<file path="src/rtl/serial_byte_packer.sv">
// Deserialises a framed MSB-first bit stream, hunts for a header byte and
// writes the following payload bytes into a downstream FIFO.
module serial_byte_packer #(
    parameter logic [7:0]  HEADER_A      = 8'hA5,
    parameter logic [7:0]  HEADER_B      = 8'hC3,
    parameter int unsigned PAYLOAD_BYTES = 4
) (
    input  logic       clk_50,
    input  logic       reset_n,
    input  logic       serial_data,
    input  logic       data_ena,
    output logic [7:0] to_fifo_data,
    output logic       wr_fifo,
    output logic       busy,
    output logic       pkt_done,
    output logic       pkt_abort
);

    typedef enum logic {StHdrWait, StPayload} state_t;

    localparam logic [1:0] LastIdx = 2'(PAYLOAD_BYTES - 1);

    state_t     state;
    logic [7:0] shift_reg;
    logic [2:0] bit_cnt;
    logic [1:0] byte_cnt;

    logic       byte_rdy;
    logic [7:0] byte_val;
    logic       is_header;

    assign byte_rdy  = data_ena && (bit_cnt == 3'd7);
    assign byte_val  = {shift_reg[6:0], serial_data};
    assign is_header = (byte_val == HEADER_A) || (byte_val == HEADER_B);

    always_ff @(posedge clk_50 or negedge reset_n) begin
        if (!reset_n) begin
            state        <= StHdrWait;
            shift_reg    <= 8'h00;
            bit_cnt      <= 3'd0;
            byte_cnt     <= 2'd0;
            to_fifo_data <= 8'h00;
            wr_fifo      <= 1'b0;
            busy         <= 1'b0;
            pkt_done     <= 1'b0;
            pkt_abort    <= 1'b0;
        end else begin
            wr_fifo   <= 1'b0;
            pkt_done  <= 1'b0;
            pkt_abort <= 1'b0;

            // Dropping data_ena discards the partial byte and realigns to the next frame.
            if (data_ena) begin
                shift_reg <= byte_val;
                bit_cnt   <= bit_cnt + 3'd1;
            end else begin
                bit_cnt <= 3'd0;
            end

            unique case (state)
                StHdrWait: begin
                    if (byte_rdy && is_header) begin
                        state    <= StPayload;
                        byte_cnt <= 2'd0;
                        busy     <= 1'b1;
                    end
                end
                StPayload: begin
                    if (!data_ena) begin
                        state     <= StHdrWait;
                        byte_cnt  <= 2'd0;
                        busy      <= 1'b0;
                        pkt_abort <= 1'b1;
                    end else if (byte_rdy) begin
                        to_fifo_data <= byte_val;
                        wr_fifo      <= 1'b1;
                        if (byte_cnt == LastIdx) begin
                            state    <= StHdrWait;
                            byte_cnt <= 2'd0;
                            busy     <= 1'b0;
                            pkt_done <= 1'b1;
                        end else begin
                            byte_cnt <= byte_cnt + 2'd1;
                        end
                    end
                end
                default: begin
                    state <= StHdrWait;
                    busy  <= 1'b0;
                end
            endcase
        end
    end

endmodule

</file>
<file path="config.mk">
export PLATFORM = sky130hd
export DESIGN_NAME = serial_byte_packer
export DESIGN_NICKNAME = d
export VERILOG_FILES = /design/src/rtl/serial_byte_packer.sv
export SDC_FILE = /design/constraint.sdc
export NUM_CORES = 1
export LEC_CHECK = 0
export BUFFER_PORTS_ARGS = -buffer_cell sky130_fd_sc_hd__buf_4
export CORE_ASPECT_RATIO = 0.5
export CORE_MARGIN = 1
export CORE_UTILIZATION = 25
export CTS_CLUSTER_SIZE = 30
export DETAILED_ROUTE_END_ITERATION = 7
export GPL_ROUTABILITY_DRIVEN = 1
export PLACE_DENSITY_LB_ADDON = 0.05
export SLEW_MARGIN = 20
export SYNTH_ARGS = -nofsm -noshare
export SYNTH_HDL_FRONTEND = slang
export SYNTH_SLANG_ARGS = --single-unit
</file>
<file path="constraint.sdc">
create_clock -name clk_50 -period 4.3 [get_ports clk_50]
set_input_delay 0.43 -clock clk_50 [delete_from_list [all_inputs] [get_ports clk_50]]
set_output_delay 0.43 -clock clk_50 [all_outputs]
set_load 0.02 [all_outputs]
</file>
Word level (Yosys, flattened, before mapping). Cells that the tools add are included.

Register bits after elaboration: 25. Bits of input ports: 4. Output and inout bits: 12. Word-level logic and storage cells: 50.

Add/subtract/negate cells: 2. Eq/ne operators: 7. Muxes and demuxes: 25. Bitwise logic cells: 1. Reductions and logical operators: 6.

Operators with widths (count): 2-to-1 mux 1 bit (17); == test 8 bit, second input constant (2); 2-to-1 mux 2 bit (4); != test 3 x 2 -> 1 bit, second input constant (2); AND reduction 3 bit (2); case mux 1 bit (2 select lines) (2); case mux 2 bit (2 select lines) (1); adder 3 x 1 -> 3 bit, second input constant (1); == test 3 bit, second input constant (1); 2-to-1 mux 3 bit (1); adder 2 x 1 -> 2 bit, second input constant (1); == test 2 bit, second input constant (1); logical AND 1 bit (2); != test 2 bit, second input constant (1); AND reduction 2 bit (1); logical OR 1 bit (1); NOT 1 bit (1).

Logic depth before layout (Yosys ltp). Gate-level depths: netlist of run 1.

Depth after elaboration: 5. Depth in mapped cells: 6.

Worst setup path after synthesis of run 1. No wires, ideal clock.

Path type: reg2reg. Start: register bit_cnt[0]. End: register to_fifo_data[0]. Setup time: 125 ps. Data arrival time: 1322 ps. Setup slack: 2854 ps. Stages on the path, launching flop included: 6. Path buffers: 1. Period minus slack after synthesis: 1446 ps. Cell sequence: dfrtp_1 -> ha_1 -> ha_1 -> clkbuf_2 -> nand3_4 -> mux2_2.

Cells in the longest elaborated chain, start to end: 3.

Ends and longest elaborated chain: start, declared (RTL line 25) `logic [2:0] bit_cnt;`; start signal, assigned (RTL line 55) `bit_cnt <= bit_cnt + 3'd1;`; == test 3 bit (RTL line 32) `assign byte_rdy = data_ena && (bit_cnt == 3'd7);`; logical AND 1 bit (RTL line 32); AND reduction 3 bit (no source line); end signal, assigned (RTL line 75) `to_fifo_data <= byte_val;`; end, declared (RTL line 12) `output logic [7:0] to_fifo_data,`.

No other way between the ends. A chain may end at the register's enable or synchronous reset.

Worst setup path in the final report of run 1.
Start: register bit_cnt[0]. End: register to_fifo_data[4].

The elaborated chain is that of the path after synthesis.

==> results.ini, run 1 <==
[clocking]
clock_path_buffers = 2
post_cts.resized_instances = 0
cts_root_buffer_type = clkbuf_8
worst_skew_pair.late_latency_ns = 0.26
ctsHoldBuffers = 0
clk_pin_slew_worst_paths_ns = 0.09
cts_max_level = 1
cts_tree = done
numClockSinks = 25
postCtsSetupRepairBufs = 0
cts-buffers-inserted = 3

[sta]
timing_worst_slew_pin_value_ns = 0.321
final_min_period_over_clock_period_pct = 35.0
hold_viol_final = 0
period_needed_ns = 1.50
slew_headroom_pct = 78.6
final_setup_viols = 0
finalSetupTns_ns = 0
timing.fmax_mhz = 665
skew_ns = 0.00431
rsz0062_at_grt = false
final_max_slew_viol_count = 0

[layout]
share_of_cells_above_drive_strength_1_pct = 43.7
max_reg_flops = 8
num-nets-final = 95
area_growth_syn_to_layout_pct = 20.4
num_antenna_cells = 0

[critical_path]
worst_r2r_startpoint = bit_cnt[0]$_DFF_PN0_
path_class = flop to flop
timing.critical_path.cells = ha_1 -> ha_1 -> nand3_4 -> mux2_2
critPathMostFrequentCell = ha_1
worst_setup_path_startpoint = bit_cnt[0]$_DFF_PN0_
worst-endpoint-arrival_ns = 1.66
crit_path_top_delay_cell = dfrtp_1
crit_family = adder cells
setup.worst_path.end_class = flop
timing.critical_path.slowest_cell_delay_ns = 0.39
critPathMaxFanout = 9
critical_path_required_ns = 4.46
timing.critical_path.buf_inv = 0
critical_path.startpoint_type = flop

[logic_synthesis]
synth-edff-count = 0
synth_simple_gate_area_share_pct = 10.2
post_synth_xor_area_fraction_pct = 0
postSynthAreaPerCell_um2 = 14.6
synth_cell_area_um2 = 1030
synthAdderAreaFrac_pct = 3.63
syn-num-nets = 78
synth_cell_type_count = 19
synth-compound-area-share_pct = 5.32
synth_top_family_by_area = multiplexers
synth.area.mux_share_pct = 18.3
synth_seq_cells = 25
synth_seq_area_share_pct = 60.5
synthFlopType = dfrtp_1
async_flop_share_pct = 100
synthesis.yosys.warnings = 0
syn_inst = 71

[global_routing]
grt_use_met3_pct = 4.92
grt.overflow.total = 0
grt_use_total_pct = 10.5
grt_util_met1_pct = 13.8
global_route.peak_usage_layer = met2
grt_antenna_before_repair = 0
grtUsageMet2_pct = 16.0
grt_start_max_net_pins = 26
wire_length_of_the_first_global_routing_pass_um = 3230
grt_pass1_vias = 602

[detailed_routing]
number_of_violations_reported_at_the_end_of_detailed_routing_iteration_0 = 31
post-route-drc-count = 0
drt_wirelength_um = 1850
route.antenna.remaining_nets = 0
route.vias.total = 587
drt-pass1-iter-count = 4
wire_per_inst_um = 13.1
vias_per_cell = 4.16

[die]
core_region_area_um2 = 3920
design.die.area_um2 = 4420
row_count = 16
die_height_um = 47.5
die_width_um = 93.0
design.portCount = 16
initial_utilization_pct = 26.4

[power_and_ir_drop]
worst_case_vdd_ir_drop_v = 0.000113
p_leak_nw = 0.602
power.density_nw_per_um2 = 357
post-layout-total-power_uw = 445

[flow_run]
maxCapViolations = 0

[placement]
port_buffers = 15
place.detailed.hpwl_um = 1300
gpl.final_weighted_congestion = 0.725

[status]
status = complete, no violations

[min_path]
worstHoldPathType = input port to asynchronous set/reset pin

routing by layer:
| layer | up-vias | share of wire, % |
|---|---|---|
| li1 | 279 | - |
| met1 | 296 | 49 |
| met2 | 10 | 45 |
| met3 | 2 | 5.4 |
| met4 | 0 | 0.43 |
| met5 | - | 0 |
path summary, 6_finish.rpt:
| path | to | slack, ns | cells past startpoint |
|---|---|---|---|
| max in group asynchronous | busy$_DFFE_PN0P_ | 4.00 | 1 |
| min in group clk_50 | to_fifo_data[0]$_DFFE_PN0P_ | 0.41 | 2 |
| hold reg to reg | bit_cnt[0]$_DFF_PN0_ | 0.44 | 1 |
| setup / recovery | to_fifo_data[4]$_DFFE_PN0P_ | 2.80 | 4 |
| setup reg to reg | to_fifo_data[4]$_DFFE_PN0P_ | 2.80 | 4 |
| hold / removal | to_fifo_data[6]$_DFFE_PN0P_ | 0.05 | 1 |
layout make-up:
| cell class | instances | area, µm² |
|---|---|---|
| clock buffers | 3 | 41.3 |
| multi-input cells | 41 | 387 |
| fillers | 411 | 2680 |
| inverters | 2 | 7.51 |
| well taps | 54 | 67.6 |
| clock inverters | 1 | 5.00 |
| flip-flops and latches | 25 | 626 |
| repair buffers | 15 | 113 |
stage by stage:
step	utilization, %	hold slack [ns]	instances	area, µm²	worst slack [ns]
6_report	31.8	0.0470	141	1250	2.80
5_1_grt	31.8	0.0576	141	1250	2.71
4_1_cts	31.8	0.0552	141	1250	2.78
3_5_place_dp	30.6	0.360	137	1200	2.79
3_3_place_gp	30.6	0.352	137	1200	2.82
2_1_floorplan	-	0.134	71	1030	2.85
Yosys cell counts, types with 2 or more instances:
cell type   n  area, µm²
o21ai_0     3       15.0
and4bb_2    2       25.0
nor2b_1     2       12.5
mux2_2     15        169
and2_1      3       18.8
nand2_1     2       7.51
nor2_1      3       11.3
inv_1       2       7.51
ha_1        3       37.5
mux2i_1     2       20.0
dfrtp_1    25        626
buf_2       2       10.0
logic make-up after synthesis:
group                      after synthesis
AOI/OAI and AO/OA                        7
adders and majority gates                3
buffers and inverters                    5
DFF                                     25
muxes                                   17
and+or+nand+nor                         14
layout by cell type (no fill, tap or decap), drive strengths merged:
cell,count
o21ai,3
inv,2
o2111ai,1
o2bb2ai,1
clkinv,1
nor2b,2
a21boi,1
a31o,1
nand3,1
dfrtp,25
nor2,3
and4bb,3
buf,15
mux2,15
ha,3
clkbuf,3
nand2,2
mux2i,2
and2,3
worst register-to-register path, stage by stage, from the launching register on:
cell and delay [ns]:
dfrtp_1 0.39, ha_1 0.20, ha_1 0.28, nand3_4 0.17, mux2_2 0.35
report_power, final:
group | switching, mW | leakage [nW] | internal, mW
sequential | 0.0202 | 0.332 | 0.253
clock | 0.0711 | 0.0255 | 0.0647
combinational | 0.0145 | 0.245 | 0.0215
total | 0.106 | 0.602 | 0.339
(Power assumes the default switching activity.)
==> run 2: changes to the inputs <==
Clock period 4.3 ns to 1.5 ns, I/O delays scaled along.
==> run 2 against run 1 <==
Net effect:
- wire length up 0.11%
- flip-flop and latch count unchanged
- sequential power rose to 2.9 times the previous value
- critical path type unchanged
- combinational power rose to 2.9 times the previous value
- register-to-register slack worse by 2.7 ns
- clock skew down 0.00061 ns
==> results.ini, run 2 (synthesized netlist as in run 1, its figures left out) <==
[placement]
place.detailed.hpwl_um = 1300
port_buffers = 15
place_inst = 137
gpl.final_weighted_congestion = 0.725

[sta]
timing_worst_slew_pin_value_ns = 0.320
final_setup_viols = 0
final_max_slew_viol_count = 0
hold_viol_final = 0
period_needed_ns = 1.42
skew_ns = 0.00370
slew_headroom_pct = 78.7
final_min_period_over_clock_period_pct = 94.8
timing.fmax_mhz = 703
rsz0062_at_grt = false

[die]
die_height_um = 47.5
design.portCount = 16
row_count = 16
design.die.area_um2 = 4420
initial_utilization_pct = 26.4
die_width_um = 93.0
core_region_area_um2 = 3920

[min_path]
worstHoldPathType = input port to flop

[power_and_ir_drop]
share_comb_of_total_power_pct = 8.3
p_sw_share_pct = 23.8
worst_case_vdd_ir_drop_v = 0.000323
internal_portion_of_total_power_uw = 975
net_switching_power_uw = 305
p_leak_nw = 0.603
seq_power_share_pct = 61.2
clkPwrFrac_pct = 30.5
power.density_nw_per_um2 = 1020

[layout]
regArea_um2 = 626
share_of_cells_above_drive_strength_1_pct = 44.3
num-nets-final = 96
layout.cells.most_common_list = dfrtp_1 (25), mux2_2 (15), buf_4 (15)
area_growth_syn_to_layout_pct = 21.6
mostFrequentLayoutCell = dfrtp_1
final_cells = 142
max_reg_flops = 8
multi_input_comb_area_um2 = 389
num_antenna_cells = 0
post-route-util_pct = 32.1
fill_count = 410

[clocking]
worst_skew_pair.late_latency_ns = 0.26
cts_root_buffer_type = clkbuf_8
clk_pin_slew_worst_paths_ns = 0.09
cts_tree = done
cts-buffers-inserted = 3
clock_path_buffers = 2
postCtsSetupRepairBufs = 0
cts_max_level = 1
numClockSinks = 25

[detailed_routing]
drt-pass1-iter-count = 4
route.vias.total = 594
wire_per_inst_um = 13.0
number_of_violations_reported_at_the_end_of_detailed_routing_iteration_0 = 32
route.antenna.remaining_nets = 0
drt_wirelength_um = 1850
vias_per_cell = 4.18
post-route-drc-count = 0

[global_routing]
grt_use_total_pct = 10.5
grt_pass1_vias = 604
grt_start_max_net_pins = 26
grt_antenna_before_repair = 0
grt.overflow.total = 0
wire_length_of_the_first_global_routing_pass_um = 3240

[critical_path]
timing.critical_path.cells = ha_1 -> ha_2 -> nand3_4 -> mux2_2
worst-endpoint-arrival_ns = 1.58
timing.critical_path.slowest_cell_delay_ns = 0.39
critical_path.startpoint_type = flop
critical_path_required_ns = 1.66
setup.worst_path.end_class = flop
crit_family = adder cells
path_class = flop to flop
crit_path_top_delay_cell = dfrtp_1
critPathMaxFanout = 9
timing.critical_path.buf_inv = 0

[status]
status = complete, no violations

[flow_run]
maxCapViolations = 0

run 2: metal layers:
layer / GRT usage [%] / vias up / share of wire, %
li1: - / 281 / -
met1: 13.9 / 301 / 49
met2: 16.0 / 10 / 45
met3: 4.92 / 2 / 5.4
met4: 2.77 / 0 / 0.43
met5: 0 / - / 0
run 2: what timing repair did:
item | 4_1_cts | 5_1_grt
gates resized for setup | 1 | 0
setup endpoints to repair | 8 | 0
hold buffers | 1 | 0
hold endpoints to repair | 25 | 0
run 2: power by group through the flow:
stage               Combinational [mW]  Sequential [mW]  Clock [mW]
finish                           0.106            0.784       0.391
global route                     0.118            0.793       0.452
CTS                              0.109            0.785       0.414
detailed placement               0.106            0.799           0
global placement                 0.104            0.795           0
floorplan                       0.0768            0.770           0
run 2: through the flow:
stage / setup slack [ns] / power (mW) / TNS [ns] / hold WS, ns / cell area [µm²]
2_1_floorplan: 0.0537 / 0.846 / 0 / -0.146 / 1030
3_3_place_gp: 0.0240 / 0.899 / 0 / 0.0722 / 1200
3_5_place_dp: -0.00575 / 0.905 / -0.0178 / 0.0802 / 1200
4_1_cts: 0.0648 / 1.31 / 0 / 0.120 / 1260
5_1_grt: 0.000746 / 1.36 / 0 / 0.122 / 1260
6_report: 0.0783 / 1.28 / 0 / 0.129 / 1260
run 2: path summary, 6_finish.rpt:
kind | start | end | slack, ns | cells after the start
setup / recovery | bit_cnt[0]$_DFF_PN0_ | to_fifo_data[4]$_DFFE_PN0P_ | 0.08 | 4
hold / removal | serial_data | to_fifo_data[0]$_DFFE_PN0P_ | 0.13 | 2
setup reg to reg | bit_cnt[0]$_DFF_PN0_ | to_fifo_data[4]$_DFFE_PN0P_ | 0.08 | 4
hold reg to reg | bit_cnt[0]$_DFF_PN0_ | bit_cnt[0]$_DFF_PN0_ | 0.44 | 1
max in group asynchronous | reset_n | busy$_DFFE_PN0P_ | 0.94 | 2
min in group asynchronous | reset_n | to_fifo_data[6]$_DFFE_PN0P_ | 0.31 | 2
run 2: cell type report:
class	instances	share of cell area (%)
flip-flops and latches	25	49.7
well taps	54	5.37
repair buffers	16	9.74
clock inverters	1	0.398
multi-input cells	41	30.9
inverters	2	0.596
clock buffers	3	3.28
run 2: worst register-to-register path: cells and delay by family (launching register included):
family | cells | cell delay (ns)
multiplexers | 1 | 0.35
flip-flops | 1 | 0.39
adder cells (fa/ha/maj) | 2 | 0.43
AND/OR/NAND/NOR | 1 | 0.15
==> run 3: changes to the inputs <==
Clock period 1.5 ns to 1.7 ns, I/O delays scaled along.
==> run 3 against run 2 <==
Net effect:
- clock power down 12%
- register-to-register slack improved by 0.12 ns
- total power shrank 12%
- critical endpoint unchanged
- highest routed layer unchanged
==> results.ini, run 3 (synthesized netlist as in run 1, its figures left out) <==
[die]
design.portCount = 16
row_count = 16
design.die.area_um2 = 4420
core_region_area_um2 = 3920
die_height_um = 47.5
die_width_um = 93.0
initial_utilization_pct = 26.4

[power_and_ir_drop]
p_leak_nw = 0.606
power.density_nw_per_um2 = 900
worst_case_vdd_ir_drop_v = 0.000285

[layout]
share_of_cells_above_drive_strength_1_pct = 43.2
final_cell_area_um2 = 1260
num_antenna_cells = 0
regArea_um2 = 626
area_growth_syn_to_layout_pct = 21.4
num-nets-final = 96
post-route-util_pct = 32.0
layout.cells.most_common_list = dfrtp_1 (25), mux2_2 (15), buf_4 (15)
multi_input_comb_area_um2 = 387
max_reg_flops = 8
fill_count = 410
mostFrequentLayoutCell = dfrtp_1

[critical_path]
ff2ff_setup_slack_ns = 0.20
worst_r2r_startpoint = bit_cnt[0]$_DFF_PN0_
critical_path_required_ns = 1.86
timing.critical_path.cells = ha_1 -> ha_1 -> nand3_4 -> mux2_2
worst-endpoint-arrival_ns = 1.66
critPathMostFrequentCell = ha_1
crit_path_top_delay_cell = dfrtp_1
setup.worst_path.end_class = flop
rr_endpoint = to_fifo_data[4]$_DFFE_PN0P_
timing.critical_path.slowest_cell_delay_ns = 0.39
critPathMaxFanout = 9
cell_count_of_the_worst_reg_to_reg_path = 4
path_class = flop to flop
critical_path.startpoint_type = flop

[sta]
skew_ns = 0.00307
final_setup_viols = 0
final_max_slew_viol_count = 0
final_min_period_over_clock_period_pct = 88.4
hold-worst-slack_ns = 0.149
finalSetupTns_ns = 0
slew_headroom_pct = 78.7
timing_worst_slew_pin_value_ns = 0.320
hold_viol_final = 0
rsz0062_at_grt = false
timing.fmax_mhz = 665
period_needed_ns = 1.50

[global_routing]
wire_length_of_the_first_global_routing_pass_um = 3240
grt_pass1_vias = 604
grt.overflow.total = 0
grt_antenna_before_repair = 0
grt_start_max_net_pins = 26
grt_use_total_pct = 10.5

[clocking]
numClockSinks = 25
cts_root_buffer_type = clkbuf_8
cts_tree = done
cts-buffers-inserted = 3
clk_pin_slew_worst_paths_ns = 0.09
clock_path_buffers = 2
cts_max_level = 1
worst_skew_pair.late_latency_ns = 0.26

[detailed_routing]
route.antenna.remaining_nets = 0
drt_wirelength_um = 1860
wire_per_inst_um = 13.1
route.vias.total = 594
post-route-drc-count = 0
vias_per_cell = 4.18
number_of_violations_reported_at_the_end_of_detailed_routing_iteration_0 = 31
drt-pass1-iter-count = 4

[min_path]
worst_hold_startpoint = serial_data
hold_end = to_fifo_data[0]$_DFFE_PN0P_
hold_path_depth = 2
worstHoldPathType = input port to flop

[status]
status = complete, no violations

[placement]
detailed_place.area_um2 = 1200
place.detailed.hpwl_um = 1300
port_buffers = 15
gpl.final_weighted_congestion = 0.725

[flow_run]
maxCapViolations = 0

-- run 3: cell counts in the layout (fill, tap and decap cells not counted) --
No cell type changed its count.
-- run 3: timing repair --
action	4_1_cts	5_1_grt
resized for setup	0	0
hold buffers	1	0
buffers inserted	0	0
hold endpoints to repair	25	0
-- run 3: per-stage QoR --
step | worst slack, ns | instances | total power, mW
floorplan | 0.254 | 71 | 0.747
global placement | 0.224 | 137 | 0.793
detailed placement | 0.194 | 137 | 0.798
CTS | 0.183 | 142 | 1.15
global route | 0.109 | 142 | 1.20
finish | 0.197 | 142 | 1.13
-- run 3: how the worst max path moves through the flow --
stage          slack (ns)  cells after the start            startpoint                     endpoint
3_3_place_gp         0.22                      4  bit_cnt[0]$_DFF_PN0_  to_fifo_data[4]$_DFFE_PN0P_
2_1_floorplan        0.25                      5  bit_cnt[0]$_DFF_PN0_  to_fifo_data[0]$_DFFE_PN0P_
4_1_cts              0.18                      4  bit_cnt[0]$_DFF_PN0_  to_fifo_data[4]$_DFFE_PN0P_
5_1_grt              0.11                      4  bit_cnt[0]$_DFF_PN0_  to_fifo_data[1]$_DFFE_PN0P_
3_5_place_dp         0.19                      4  bit_cnt[0]$_DFF_PN0_  to_fifo_data[2]$_DFFE_PN0P_
6_report             0.20                      4  bit_cnt[0]$_DFF_PN0_  to_fifo_data[4]$_DFFE_PN0P_
-- run 3: power by group --
part	switching [mW]	internal (mW)	total (mW)
clock network	0.182	0.164	0.346
registers	0.0512	0.640	0.692
logic	0.0369	0.0560	0.0929
-- run 3: area by class of cell --
type,instances,share of cell area (%)
clock buffers,3,3.29
flip-flops and latches,25,49.8
clock inverters,1,0.398
multi-input cells,41,30.8
well taps,54,5.38
repair buffers,16,9.76
inverters,2,0.598
-- run 3: per-layer routing --
metal / track usage (%) / wire, µm / share of wire [%]
met3: 4.92 / 99 / 5.3
met5: 0 / 0 / 0
met2: 16.0 / 822 / 44
met1: 13.9 / 927 / 50
met4: 2.77 / 8 / 0.43
-- run 3: worst max-delay path, delay by kind of cell, from the launching register on --
family        cells  cell delay (ns)
mux               1             0.35
simple gates      1             0.17
fa+ha+maj         2             0.48
flops             1             0.39
